File: src/rtl/mem_port_arbiter.sv
// Two-port arbiter/sequencer for the unified single-port MIPS memory.
// Serialises single-word transfers through a fixed IDLE/ISSUE/WAIT/DONE sequence.
module mem_port_arbiter #(
    parameter int AW = 32,
    parameter int DW = 32,
    parameter int CW = 16
) (
    input  logic          clk,
    input  logic          reset,
    input  logic          req0,
    input  logic          req1,
    input  logic          we0,
    input  logic          we1,
    input  logic [AW-1:0] addr0,
    input  logic [AW-1:0] addr1,
    input  logic [DW-1:0] wdata0,
    input  logic [DW-1:0] wdata1,
    output logic          gnt0,
    output logic          gnt1,
    output logic          ack0,
    output logic          ack1,
    output logic [DW-1:0] rdata,
    output logic          mem_en,
    output logic          mem_we,
    output logic [AW-1:0] mem_addr,
    output logic [DW-1:0] mem_wdata,
    input  logic [DW-1:0] mem_rdata,
    output logic          busy,
    output logic [CW-1:0] conflict_cnt
);

    typedef enum logic [1:0] {IDLE, ISSUE, WAIT, DONE} state_t;

    state_t state, state_nxt;
    logic   owner;
    logic   last;
    logic   winner;
    logic   any_req;
    logic   both_req;

    assign any_req  = req0 | req1;
    assign both_req = req0 & req1;
    // On a tie the port that was not served last wins; otherwise the lone requester.
    assign winner   = both_req ? ~last : ~req0;

    always_ff @(posedge clk or negedge reset) begin
        if (!reset) state <= IDLE;
        else        state <= state_nxt;
    end

    always_comb begin
        state_nxt = state;
        case (state)
            IDLE:    if (any_req) state_nxt = ISSUE;
            ISSUE:   state_nxt = WAIT;
            WAIT:    state_nxt = DONE;
            DONE:    state_nxt = IDLE;
            default: state_nxt = IDLE;
        endcase
    end

    always_ff @(posedge clk or negedge reset) begin
        if (!reset) begin
            owner        <= 1'b0;
            last         <= 1'b1;
            mem_we       <= 1'b0;
            mem_addr     <= '0;
            mem_wdata    <= '0;
            rdata        <= '0;
            conflict_cnt <= '0;
        end else begin
            // Transfer attributes are captured once; later port changes are ignored.
            if (state == IDLE && any_req) begin
                owner     <= winner;
                mem_we    <= winner ? we1    : we0;
                mem_addr  <= winner ? addr1  : addr0;
                mem_wdata <= winner ? wdata1 : wdata0;
            end
            if (state == WAIT) begin
                last <= owner;
                if (!mem_we) rdata <= mem_rdata;
            end
            if (state == IDLE && both_req && conflict_cnt != {CW{1'b1}})
                conflict_cnt <= conflict_cnt + 1'b1;
        end
    end

    assign busy   = (state != IDLE);
    assign mem_en = (state == ISSUE);
    assign gnt0   = busy & ~owner;
    assign gnt1   = busy &  owner;
    assign ack0   = (state == DONE) & ~owner;
    assign ack1   = (state == DONE) &  owner;

endmodule

File: config.mk
export PLATFORM = sky130hd
export DESIGN_NAME = mem_port_arbiter
export DESIGN_NICKNAME = d
export VERILOG_FILES = /design/src/rtl/mem_port_arbiter.sv
export SDC_FILE = /design/constraint.sdc
export NUM_CORES = 1
export LEC_CHECK = 0
export ABC_AREA = 1
export BUFFER_PORTS_ARGS = -buffer_cell sky130_fd_sc_hd__buf_2
export CAP_MARGIN = 20
export CORE_ASPECT_RATIO = 1.75
export CORE_UTILIZATION = 30
export CTS_BUF_LIST = sky130_fd_sc_hd__clkbuf_4 sky130_fd_sc_hd__clkbuf_8
export DETAILED_ROUTE_END_ITERATION = 6
export GPL_ROUTABILITY_DRIVEN = 0
export PLACE_DENSITY = 0.67
export SLEW_MARGIN = 25
export SYNTH_ARGS = -nofsm -noshare
export SYNTH_HDL_FRONTEND = slang
export SYNTH_SLANG_ARGS = --single-unit
export TNS_END_PERCENT = 30
File: constraint.sdc
create_clock -name clk -period 1.45 [get_ports clk]
set_input_delay 0.0725 -clock clk [delete_from_list [all_inputs] [get_ports clk]]
set_output_delay 0.0725 -clock clk [all_outputs]
set_load 0.02 [all_outputs]
== Word-level counts from Yosys, hierarchy flattened ==
Index checks and enable logic that the tools add are counted.

* Bits in registers: 117
* Bits of input ports: 166
* Output and inout port bits: 119

* $add $sub $neg: 1
* Equal/unequal tests: 5
* Mux-type cells: 6
* Bitwise gates (word level): 10
* Reduce and logical (&&, ||, !) cells: 6

{| class="wikitable"
|+ Operators by type and width
! kind !! number
|-
| two-way mux 32 bit || 2
|-
| adder 16 x 1 -> 16 bit, second input constant || 1
|-
| inequality test 16 bit, second input constant || 1
|-
| case mux 2 bit (4 select lines) || 1
|-
| AND 1 bit || 5
|-
| equality test 2 bit, second input constant || 2
|-
| inverter 1 bit || 4
|-
| logical AND 1 bit || 3
|-
| equality test 2 x 1 -> 1 bit, second input constant || 1
|-
| zero test 2 bit || 1
|-
| two-way mux 1 bit || 2
|-
| two-way mux 2 bit || 1
|-
| inequality test 2 bit, second input constant || 1
|-
| AND reduction 2 bit || 1
|-
| nonzero test 2 bit || 1
|-
| OR 1 bit || 1
|}

== Longest topological paths before layout ==
Gate-level depths: netlist (run 1).

* Depth in word-level cells: 3
* Mapped depth: 9

== Worst setup path after synthesis (run 1) ==
Ideal clock, no wire load.

* Path type: reg2reg
* From: register state[0]
* To: register mem_addr[0]
* Setup time: 0.127 ns
* Arrival time: 1.467 ns
* Required time: 1.323 ns
* Path slack: -0.144 ns
* Stages on the path, launching flop included: 8
* Path buffers: 2
* Clock period less this slack: 1.594 ns
* Path through: dfrtp_1 > inv_1 > ha_1 > inv_1 > a21oi_2 > buf_4 > buf_2 > a31oi_1

* Longest elaborated chain between the ends: 2

{| class="wikitable"
|+ Ends and longest elaborated chain
! item !! RTL line !! text
|-
| start: declaration || 34 || <nowiki>state_t state, state_nxt;</nowiki>
|-
| start signal: assignment || 48 || <nowiki>else state <= state_nxt;</nowiki>
|-
| zero test 2 bit || 73 || <nowiki>if (state == IDLE && any_req) begin</nowiki>
|-
| logical AND 1 bit || 73 ||
|-
| end signal: assignment || 76 || <nowiki>mem_addr <= winner ? addr1 : addr0;</nowiki>
|-
| end: declaration || 25 || <nowiki>output logic [AW-1:0] mem_addr,</nowiki>
|}

Every way passes these cells.
A chain may end at the register's enable or synchronous reset.

== Worst setup path after layout (run 1) ==
* From: register state[1]
* To: register mem_addr[28]

The elaborated chain is that of the path after synthesis.

==> results.toml, run 1 <==
[yosys]
avgSynthCellArea_sq_um = 8.84
ys_seq_area_share_pct = 54.4
synth_area_sq_um = 5390
synth_nets = 781
ys.flop_type = "dfrtp_1"
async_flop_share_pct = 100
ys_warn_count = 0
synth_edf_count = 0
synth_top_area_cell = "dfrtp_1"
yosysMostFrequentCell = "nand2_1"
synth.top_cell.area_share_pct = 53.9
synthCells = 609
yosys-top-cells-count = "202 x nand2_1, 116 x dfrtp_1, 87 x nor2_1, 64 x a31oi_1, 32 x mux2_2"
ys_top_cells_by_area = "dfrtp_1 54%, nand2_1 14%, a31oi_1 7.4%, mux2_2 6.7%, nor2_1 6.1%"
ys_types = 26
ys_seq_elements = 117

[global_route]
grt_pass1_wl_um = 30800
grtUsageTotal_pct = 22.2
grt_pass1_vias = 6455
grt_antenna_before_repair = 1
overflow = 0
grt_max_degree = 42

[route]
drt_pass1_iterations = 5
viasPerCell = 4.73
drcViolationCount = 0
drt_iter0_drc = 272
num_vias = 6381
postRouteAntennaNets = 0
drt-total-wl_um = 21400
wire_per_inst_um = 15.9

[die]
die_x_um = 103
rows = 64
fp.dieH_um = 179
die_area_sq_um = 18500
initial_core_util_pct = 30.7
io_pins = 285
core_sq_um = 17500

[final_layout]
final_cell_area_sq_um = 9950
final_cells = 1350
drive_gt1_share_pct = 40.3
fillers = 1456
final_core_util_pct = 56.7
syn_to_final_growth_pct = 84.7
fin_nets = 1277

[clocking]
clock_sinks = 117
cts_made_buffers = 17
clock_latency_ns = 0.43
cts_tree = "yes"
cts_root_buf = "clkbuf_8"
clockBufferDepth = 2
htreeDepth = 4
cts.reportedPaths.clkPinSlew_ns = 0.07

[worst_setup_path]
reg2reg_from = "state[1]"
critPathLaunch = "state[1]"
criticalPathCategory = "reg -> reg"
critPathCaptureType = "flop"
cp-start-kind = "flop"
critPathMaxFanout = 10
critPathArrivalTime_ns = 1.89
required_ns = 1.79

[run_status]
outcome = "complete, but fails checks"
violations = "negative setup slack"

[power_and_ir_drop]
swShare_pct = 41.5
p_seq_share_pct = 31.2
switching_power_w = 0.00751
p_leak_nw = 4.84
clock_power_share_pct = 16.8
peakVddDrop_uv = 1000
p_per_area_nw_per_um2 = 1820
p_int_w = 0.0106
pwr-share-comb_pct = 52.0

[flow_run]
cap_viol_max_count = 0

[worst_hold_path]
hp-class = "in -> reg"
hp-start = "req1"

[placed_design]
dp_hpwl_um = 12700
place_inst = 1141
numPortBuffers = 284
detailed_place.area_sq_um = 7480

[timing]
slew_viol_final = 0
setup_viol = 29
fmax_ghz = 0.646
hold_viol_final = 0
maxSlewHeadroom_pct = 73.4
tightestPinTransition_ns = 0.399
finClkSkew_ns = 0.0128
fin_crit_sh_pct = 107
fin_ws_ns = -0.0978
rsz0062_at_grt = "true"
fin_crit_ns = 1.55
[power by group through the flow]
stage	logic (W)	registers (W)	clock network [W]
final	0.00941	0.00565	0.00304
after global routing	0.0101	0.00583	0.00327
after CTS	0.00891	0.00559	0.00312
after detailed placement	0.00801	0.00561	0
after global placement	0.00788	0.00557	0
after floorplan	0.00312	0.00732	0
[cell type report]
cell class	instances	area, sq um	area share (%)
Clock buffer	22	290	2.92
Clock inverter	10	106	1.07
Timing Repair Buffer	509	3860	38.8
Multi-Input combinational cell	432	2350	23.6
Tap cell	231	289	2.91
Sequential cell	117	2930	29.5
Inverter	28	115	1.16
Antenna cell	1	2.50	0.0252
[final timing paths]
check,cells after the start,slack [ns],to
worst max-delay path,9,-0.1,mem_addr[28]
worst min-delay path,4,0.09,state[1]
worst max register to register,9,-0.1,mem_addr[28]
worst min register to register,1,0.50,rdata[20]
max in group asynchronous,3,0.73,conflict_cnt[1]
min in group asynchronous,2,0.13,rdata[28]
[sequential cells by signal (all words and copies together), names as in the netlist]
signal,flops
state,2
conflict_cnt,16
mem_we,1
rdata,32
mem_wdata,32
mem_addr,32
last,1
owner,1
[per-stage QoR]
step           setup TNS, ns  setup slack, ns  hold slack, ns  total power [W]
6_report               -1.20          -0.0978          0.0937           0.0181
3_3_place_gp           -4.16           -0.157          0.0225           0.0135
2_1_floorplan         -0.707          -0.0243          -0.223           0.0104
3_5_place_dp           -7.13           -0.200          0.0227           0.0136
4_1_cts                -2.24          -0.0840          0.0597           0.0176
5_1_grt                -7.86           -0.177           0.117           0.0192
[critical path, cell delays in order (launching register included)]
cell and delay [ns]:
dfrtp_1 0.41, inv_2 0.09, ha_4 0.15, inv_4 0.04, a21oi_4 0.14, buf_12 0.16
buf_12 0.13, buf_6 0.13, nor2_1 0.05, a31oi_1 0.15
[logic make-up (layout without fill, tap and decap cells)]
kind of cell / count (synthesis) / count (layout) / share of synthesized area [%]
buffers and inverters: 60 / 569 / 5.25
and+or+nand+nor: 313 / 313 / 22.8
DFF: 117 / 117 / 54.4
muxes: 32 / 32 / 6.69
adders and majority gates: 6 / 6 / 1.39
xor gates and xnor gates: 4 / 4 / 0.651
other: 0 / 1 / 0
AOI/OAI and AO/OA: 77 / 77 / 8.80
[cell usage in the layout, fill, tap and decap left out, types with 3 or more instances in the layout]
cell           synthesis  routed
clkbuf_16              0       3
nor2_1                87      74
buf_6                  3       6
buf_16                 0       4
nor2_4                 0       3
buf_4                  1      37
buf_12                 0      14
ha_4                   0       4
inv_2                  1       3
a31oi_1               64      63
dlygate4sd3_1          0     163
buf_2                 25     281
inv_1                 27      23
clkinv_2               0       6
mux2_2                32      30
nand4_1                7       7
o21ai_0               10       9
nand3_1                8       8
nand2_1              202     195
clkbuf_8               0      20
nor2_2                 2      12
dfrtp_1              116     114
nand2_2                2       7
[layer usage]
| layer | global-route usage, % | up-vias | wire length, um |
|---|---|---|---|
| met5 | 0 | - | 0 |
| met4 | 13.0 | 0 | 874 |
| met3 | 4.83 | 76 | 1140 |
| met2 | 39.1 | 280 | 11600 |
| met1 | 23.8 | 3022 | 7820 |
| li1 | - | 3003 | - |
[what timing repair did]
action | 4_1_cts | 5_1_grt
cloned | 3 | 4
resized for setup | 24 | 44
hold buffers | 163 | 0
endpoints found under the setup margin | 93 | 120
hold endpoints to repair | 214 | 0
setup buffers | 6 | 4
pin swaps | 13 | 20
(Power assumes the default switching activity.)
==> inputs of run 2 (changes only) <==
Settings changed: CTS_BUF_LIST sky130_fd_sc_hd__clkbuf_4 sky130_fd_sc_hd__clkbuf_8 to sky130_fd_sc_hd__clkbuf_16, PLACE_DENSITY 0.67 to 0.65, RECOVER_POWER from default to 100.
Clock period 1.45 ns to 1.85 ns, I/O delays scaled along.
==> run 2 against run 1 <==
The run now ends clean. Clock skew fell by 0.0063 ns. Critical path depth fell by 1. Power fell by 25%. Sequential power fell by 22%. Utilization fell by 4.5 points. Cell area fell by 7.9%. Register-to-register slack improved by 0.24 ns. Sequential share of layout area rose by 2.5 points. Clock power rose by 2%. Worst hold slack improved by 0.053 ns. Critical endpoint is now mem_wdata[16]. Highest routed layer unchanged.
==> results.toml, run 2 (synthesis gave the netlist of run 1 again) <==
[run_status]
outcome = "finished clean"

[route]
num_vias = 6097
wire_per_inst_um = 15.0
drt-total-wl_um = 19500
viasPerCell = 4.68
postRouteAntennaNets = 0
drt_iter0_drc = 243
drcViolationCount = 0
drt_pass1_iterations = 5

[final_layout]
multi_input_area_sq_um = 2190
final_common_cell = "nand2_1"
ff_latch_area_sq_um = 2930
fin_nets = 1231
drive_gt1_share_pct = 23.1
syn_to_final_growth_pct = 70.0
final_cells = 1303
antenna_cells = 0
top_regs = "mem_addr (32), mem_wdata (32), rdata (32)"
final_cell_area_sq_um = 9160
fillers = 1576
final_cell_mix = "202 x nand2_1, 164 x buf_2, 163 x dlygate4sd3_1, 120 x clkbuf_1, 116 x dfrtp_1"

[placed_design]
detailed_place.area_sq_um = 7080
numPortBuffers = 284
place_inst = 1103
dp_hpwl_um = 11800

[worst_setup_path]
reg2reg_from = "state[0]"
cp-start-kind = "flop"
critPathArrivalTime_ns = 2.01
ff2ff_setup_slack_ns = 0.14
criticalPathCategory = "reg -> reg"
critPathMaxFanout = 30
rr_endpoint = "mem_wdata[16]"
required_ns = 2.15
critPathCaptureType = "flop"
reg2reg_depth = 8

[power_and_ir_drop]
p_per_area_nw_per_um2 = 1470
p_leak_nw = 4.21
peakVddDrop_uv = 720
fin_total_pwr_w = 0.0135

[die]
initial_core_util_pct = 30.7
core_sq_um = 17500
die_x_um = 103
io_pins = 285
rows = 64
fp.dieH_um = 179
die_area_sq_um = 18500

[clocking]
cts_root_buf = "clkbuf_16"
clock_sinks = 117
clock_latency_ns = 0.41
cts_tree = "yes"
clockBufferDepth = 2
cts.reportedPaths.clkPinSlew_ns = 0.05
cts_made_buffers = 17
htreeDepth = 4

[global_route]
grtUsageMet1_pct = 21.3
gr-usage-met3_pct = 4.29
grt_max_degree = 118
global_route.usage.met2_pct = 37.5
overflow = 0
grt_pass1_vias = 6060
grt_pass1_wl_um = 28800
grt_antenna_before_repair = 0
grtUsageTotal_pct = 20.6
busiest_layer = "met2"

[timing]
fin_crit_sh_pct = 92.4
slew_viol_final = 0
fin_crit_ns = 1.71
maxSlewHeadroom_pct = 23.1
fmax_ghz = 0.585
holdWs_ns = 0.146
finClkSkew_ns = 0.00647
setup_viol = 0
setup_tns_ns = 0
rsz0062_at_grt = "false"
tightestPinTransition_ns = 1.15
hold_viol_final = 0

[worst_hold_path]
hp-start = "req1"
hp-class = "in -> reg"
min_path_cells = 4
hold_end = "state[0]"

[flow_run]
cap_viol_max_count = 0
==> run 2: per-stage QoR <==
| stage | worst slack (ns) | util (%) |
|---|---|---|
| final | 0.141 | 52.2 |
| after global routing | 0.0105 | 52.2 |
| after CTS | 0.112 | 52.8 |
| after detailed placement | 0.135 | 40.4 |
| after global placement | 0.177 | 40.4 |
| after floorplan | 0.256 | - |
==> run 2: final cells by class <==
| class | instances | share of cell area (%) |
|---|---|---|
| Clock inverter | 15 | 1.33 |
| Inverter | 28 | 1.15 |
| Multi-Input combinational cell | 432 | 23.9 |
| Clock buffer | 17 | 4.64 |
| Timing Repair Buffer | 463 | 33.8 |
| Tap cell | 231 | 3.16 |
| Sequential cell | 117 | 32.0 |
==> run 2: worst max-delay path by stage <==
stage / slack (ns) / endpoint / depth (start not counted) / from
detailed placement: 0.13 / mem_we / 7 / state[0]
finish: 0.14 / mem_wdata[16] / 8 / state[0]
global placement: 0.18 / mem_we / 7 / state[0]
CTS: 0.11 / mem_we / 7 / state[0]
global route: 0.01 / mem_addr[6] / 8 / state[0]
floorplan: 0.26 / mem_addr[0] / 7 / state[0]
==> run 2: timing repair <==
| action | CTS | global route |
|---|---|---|
| hold buffers | 163 | 0 |
| endpoints found under the hold margin | 213 | 0 |
| resized for setup | 0 | 1 |
| setup endpoints to repair | 0 | 29 |
| buffers inserted | 0 | 3 |
==> run 2: metal layers <==
layer	up-vias	share of wire, %
li1	2899	-
met5	-	0
met3	59	4.7
met2	226	55
met4	0	3.9
met1	2913	37
==> run 2: worst max-delay path, stage by stage (launching register included) <==
cell	delay [ns]
dfrtp_1	0.40
inv_1	0.13
ha_2	0.23
inv_1	0.09
a21oi_4	0.14
buf_4	0.14
buf_12	0.17
nor2_1	0.07
a31oi_1	0.23
==> run 2: where the power goes <==
part	switching [W]	internal, W
Sequential	0.000673	0.00375
Combinational	0.00382	0.00215
Clock	0.00117	0.00193
Total	0.00566	0.00783
==> inputs of run 3 (changes only) <==
Clock period 1.85 ns to 2 ns, I/O delays scaled along.
==> run 3 against run 2 <==
Clock-buffer cell count did not move. Wire length rose by 3.2%. Cell area fell by 0.55%. Sequential share of layout area rose by 0.18 points. Largest cell class unchanged. Largest power group unchanged. Via count rose by 0.71%. Sequential power fell by 7.0%. Die area did not move. Combinational power fell by 10%. Flip-flop and latch count did not move. First-iteration DRC count fell by 3.7%.
==> results.toml, run 3 (synthesis gave the netlist of run 1 again) <==
[run_status]
outcome = "finished clean"

[worst_setup_path]
criticalPathCategory = "reg -> reg"
cp-start-kind = "flop"
required_ns = 2.31
ff2ff_setup_slack_ns = 0.18
rr_endpoint = "mem_wdata[20]"
critPathCaptureType = "flop"
critPathArrivalTime_ns = 2.13
critPathMaxFanout = 52
reg2reg_from = "state[0]"
reg2reg_depth = 7

[timing]
fin_crit_sh_pct = 90.9
setup_viol = 0
tightestPinTransition_ns = 0.814
hold_viol_final = 0
setup_tns_ns = 0
fmax_ghz = 0.550
slew_viol_final = 0
rsz0062_at_grt = "false"
finClkSkew_ns = 0.0104
maxSlewHeadroom_pct = 45.7
fin_crit_ns = 1.82
fin_ws_ns = 0.183

[worst_hold_path]
hp-start = "we1"
hp-class = "in -> reg"
hold_end = "mem_we"
min_path_cells = 3

[final_layout]
final_core_util_pct = 51.9
drive_gt1_share_pct = 22.4
syn_to_final_growth_pct = 69.1
final_cell_mix = "203 x nand2_1, 164 x buf_2, 162 x dlygate4sd3_1, 120 x clkbuf_1, 116 x dfrtp_1"
antenna_cells = 0
fin_nets = 1225
final_common_cell = "nand2_1"
top_regs = "mem_addr (32), mem_wdata (32), rdata (32)"

[clocking]
clock_sinks = 117
ctsResizeCount = 0
cts.reportedPaths.clkPinSlew_ns = 0.05
htreeDepth = 4
cts_made_buffers = 17
cts_hold_buffers = 162
postCtsSetupRepairBufs = 0
clockBufferDepth = 2
clock_latency_ns = 0.41
cts_root_buf = "clkbuf_16"
cts_tree = "yes"

[route]
drt_pass1_iterations = 5
drt-total-wl_um = 20200
postRouteAntennaNets = 0
drt_iter0_drc = 234
viasPerCell = 4.73
drcViolationCount = 0
wire_per_inst_um = 15.5
num_vias = 6140

[global_route]
grtUsageTotal_pct = 21.6
grt_max_degree = 107
grt_pass1_vias = 6271
grt_antenna_before_repair = 0
overflow = 0
grt_pass1_wl_um = 30100

[power_and_ir_drop]
p_per_area_nw_per_um2 = 1380
peakVddDrop_uv = 686
p_leak_nw = 4.21

[placed_design]
numPortBuffers = 284
preCtsSetupSlack_ns = 0.230
dp_hpwl_um = 12100

[flow_run]
cap_viol_max_count = 0

[die]
die_area_sq_um = 18500
core_sq_um = 17500
fp.dieH_um = 179
io_pins = 285
die_x_um = 103
rows = 64
initial_core_util_pct = 30.7
-- run 3: cell count changes in the layout (fill, tap and decap cells not counted), moves of 2 or more --
cell       previous run  this run
mux2_1                0         2
inv_1                27        31
mux2_2               32        30
bufinv_16             2         4
clkbuf_16            19        17
clkinv_1              6         1
buf_4                 8         6
-- run 3: routing by layer --
layer	wire [um]	up-vias	global-route usage [%]
li1	-	2884	-
met1	7230	2920	21.5
met2	11000	266	39.7
met3	1030	70	4.83
met4	905	0	13.4
met5	0	-	0
-- run 3: layout make-up --
| cell class | count | area (sq um) |
|---|---|---|
| Clock buffer | 17 | 425 |
| Timing Repair Buffer | 457 | 3000 |
| Sequential cell | 117 | 2930 |
| Multi-Input combinational cell | 432 | 2180 |
| Clock inverter | 15 | 174 |
| Inverter | 28 | 105 |
| Tap cell | 231 | 289 |
| Fill cell | 1611 | 8430 |
-- run 3: worst max path at each step --
stage | to | slack, ns | cells after the start | startpoint
after CTS | mem_we | 0.21 | 7 | state[0]
after detailed placement | mem_we | 0.23 | 7 | state[0]
after floorplan | mem_addr[0] | 0.41 | 7 | state[0]
after global placement | mem_we | 0.31 | 7 | state[0]
after global routing | conflict_cnt[2] | 0.03 | 7 | conflict_cnt[0]
final | mem_wdata[20] | 0.18 | 7 | state[0]
-- run 3: metrics by stage --
stage / std cells / instance area [sq um] / power, W / hold slack [ns]
final: 1297 / 9110 / 0.0126 / 0.0389
after CTS: 1297 / 9290 / 0.0129 / 0.00772
after global placement: 1103 / 7070 / 0.00933 / -0.0465
after global routing: 1297 / 9110 / 0.0134 / 0.0646
after floorplan: 609 / 5390 / 0.00752 / -0.196
after detailed placement: 1103 / 7070 / 0.00947 / -0.0414
-- run 3: power breakdown --
part           switching, W  internal, W
Clock               0.00109      0.00205
Sequential         0.000645      0.00347
Combinational       0.00351      0.00185
Total               0.00524      0.00737
-- run 3: critical path, stage by stage (launching register included) --
cell and delay, ns:
dfrtp_1 0.40, inv_1 0.13, ha_1 0.25, inv_1 0.11
a21oi_4 0.17, buf_6 0.35, nor2_1 0.11, a31oi_1 0.19
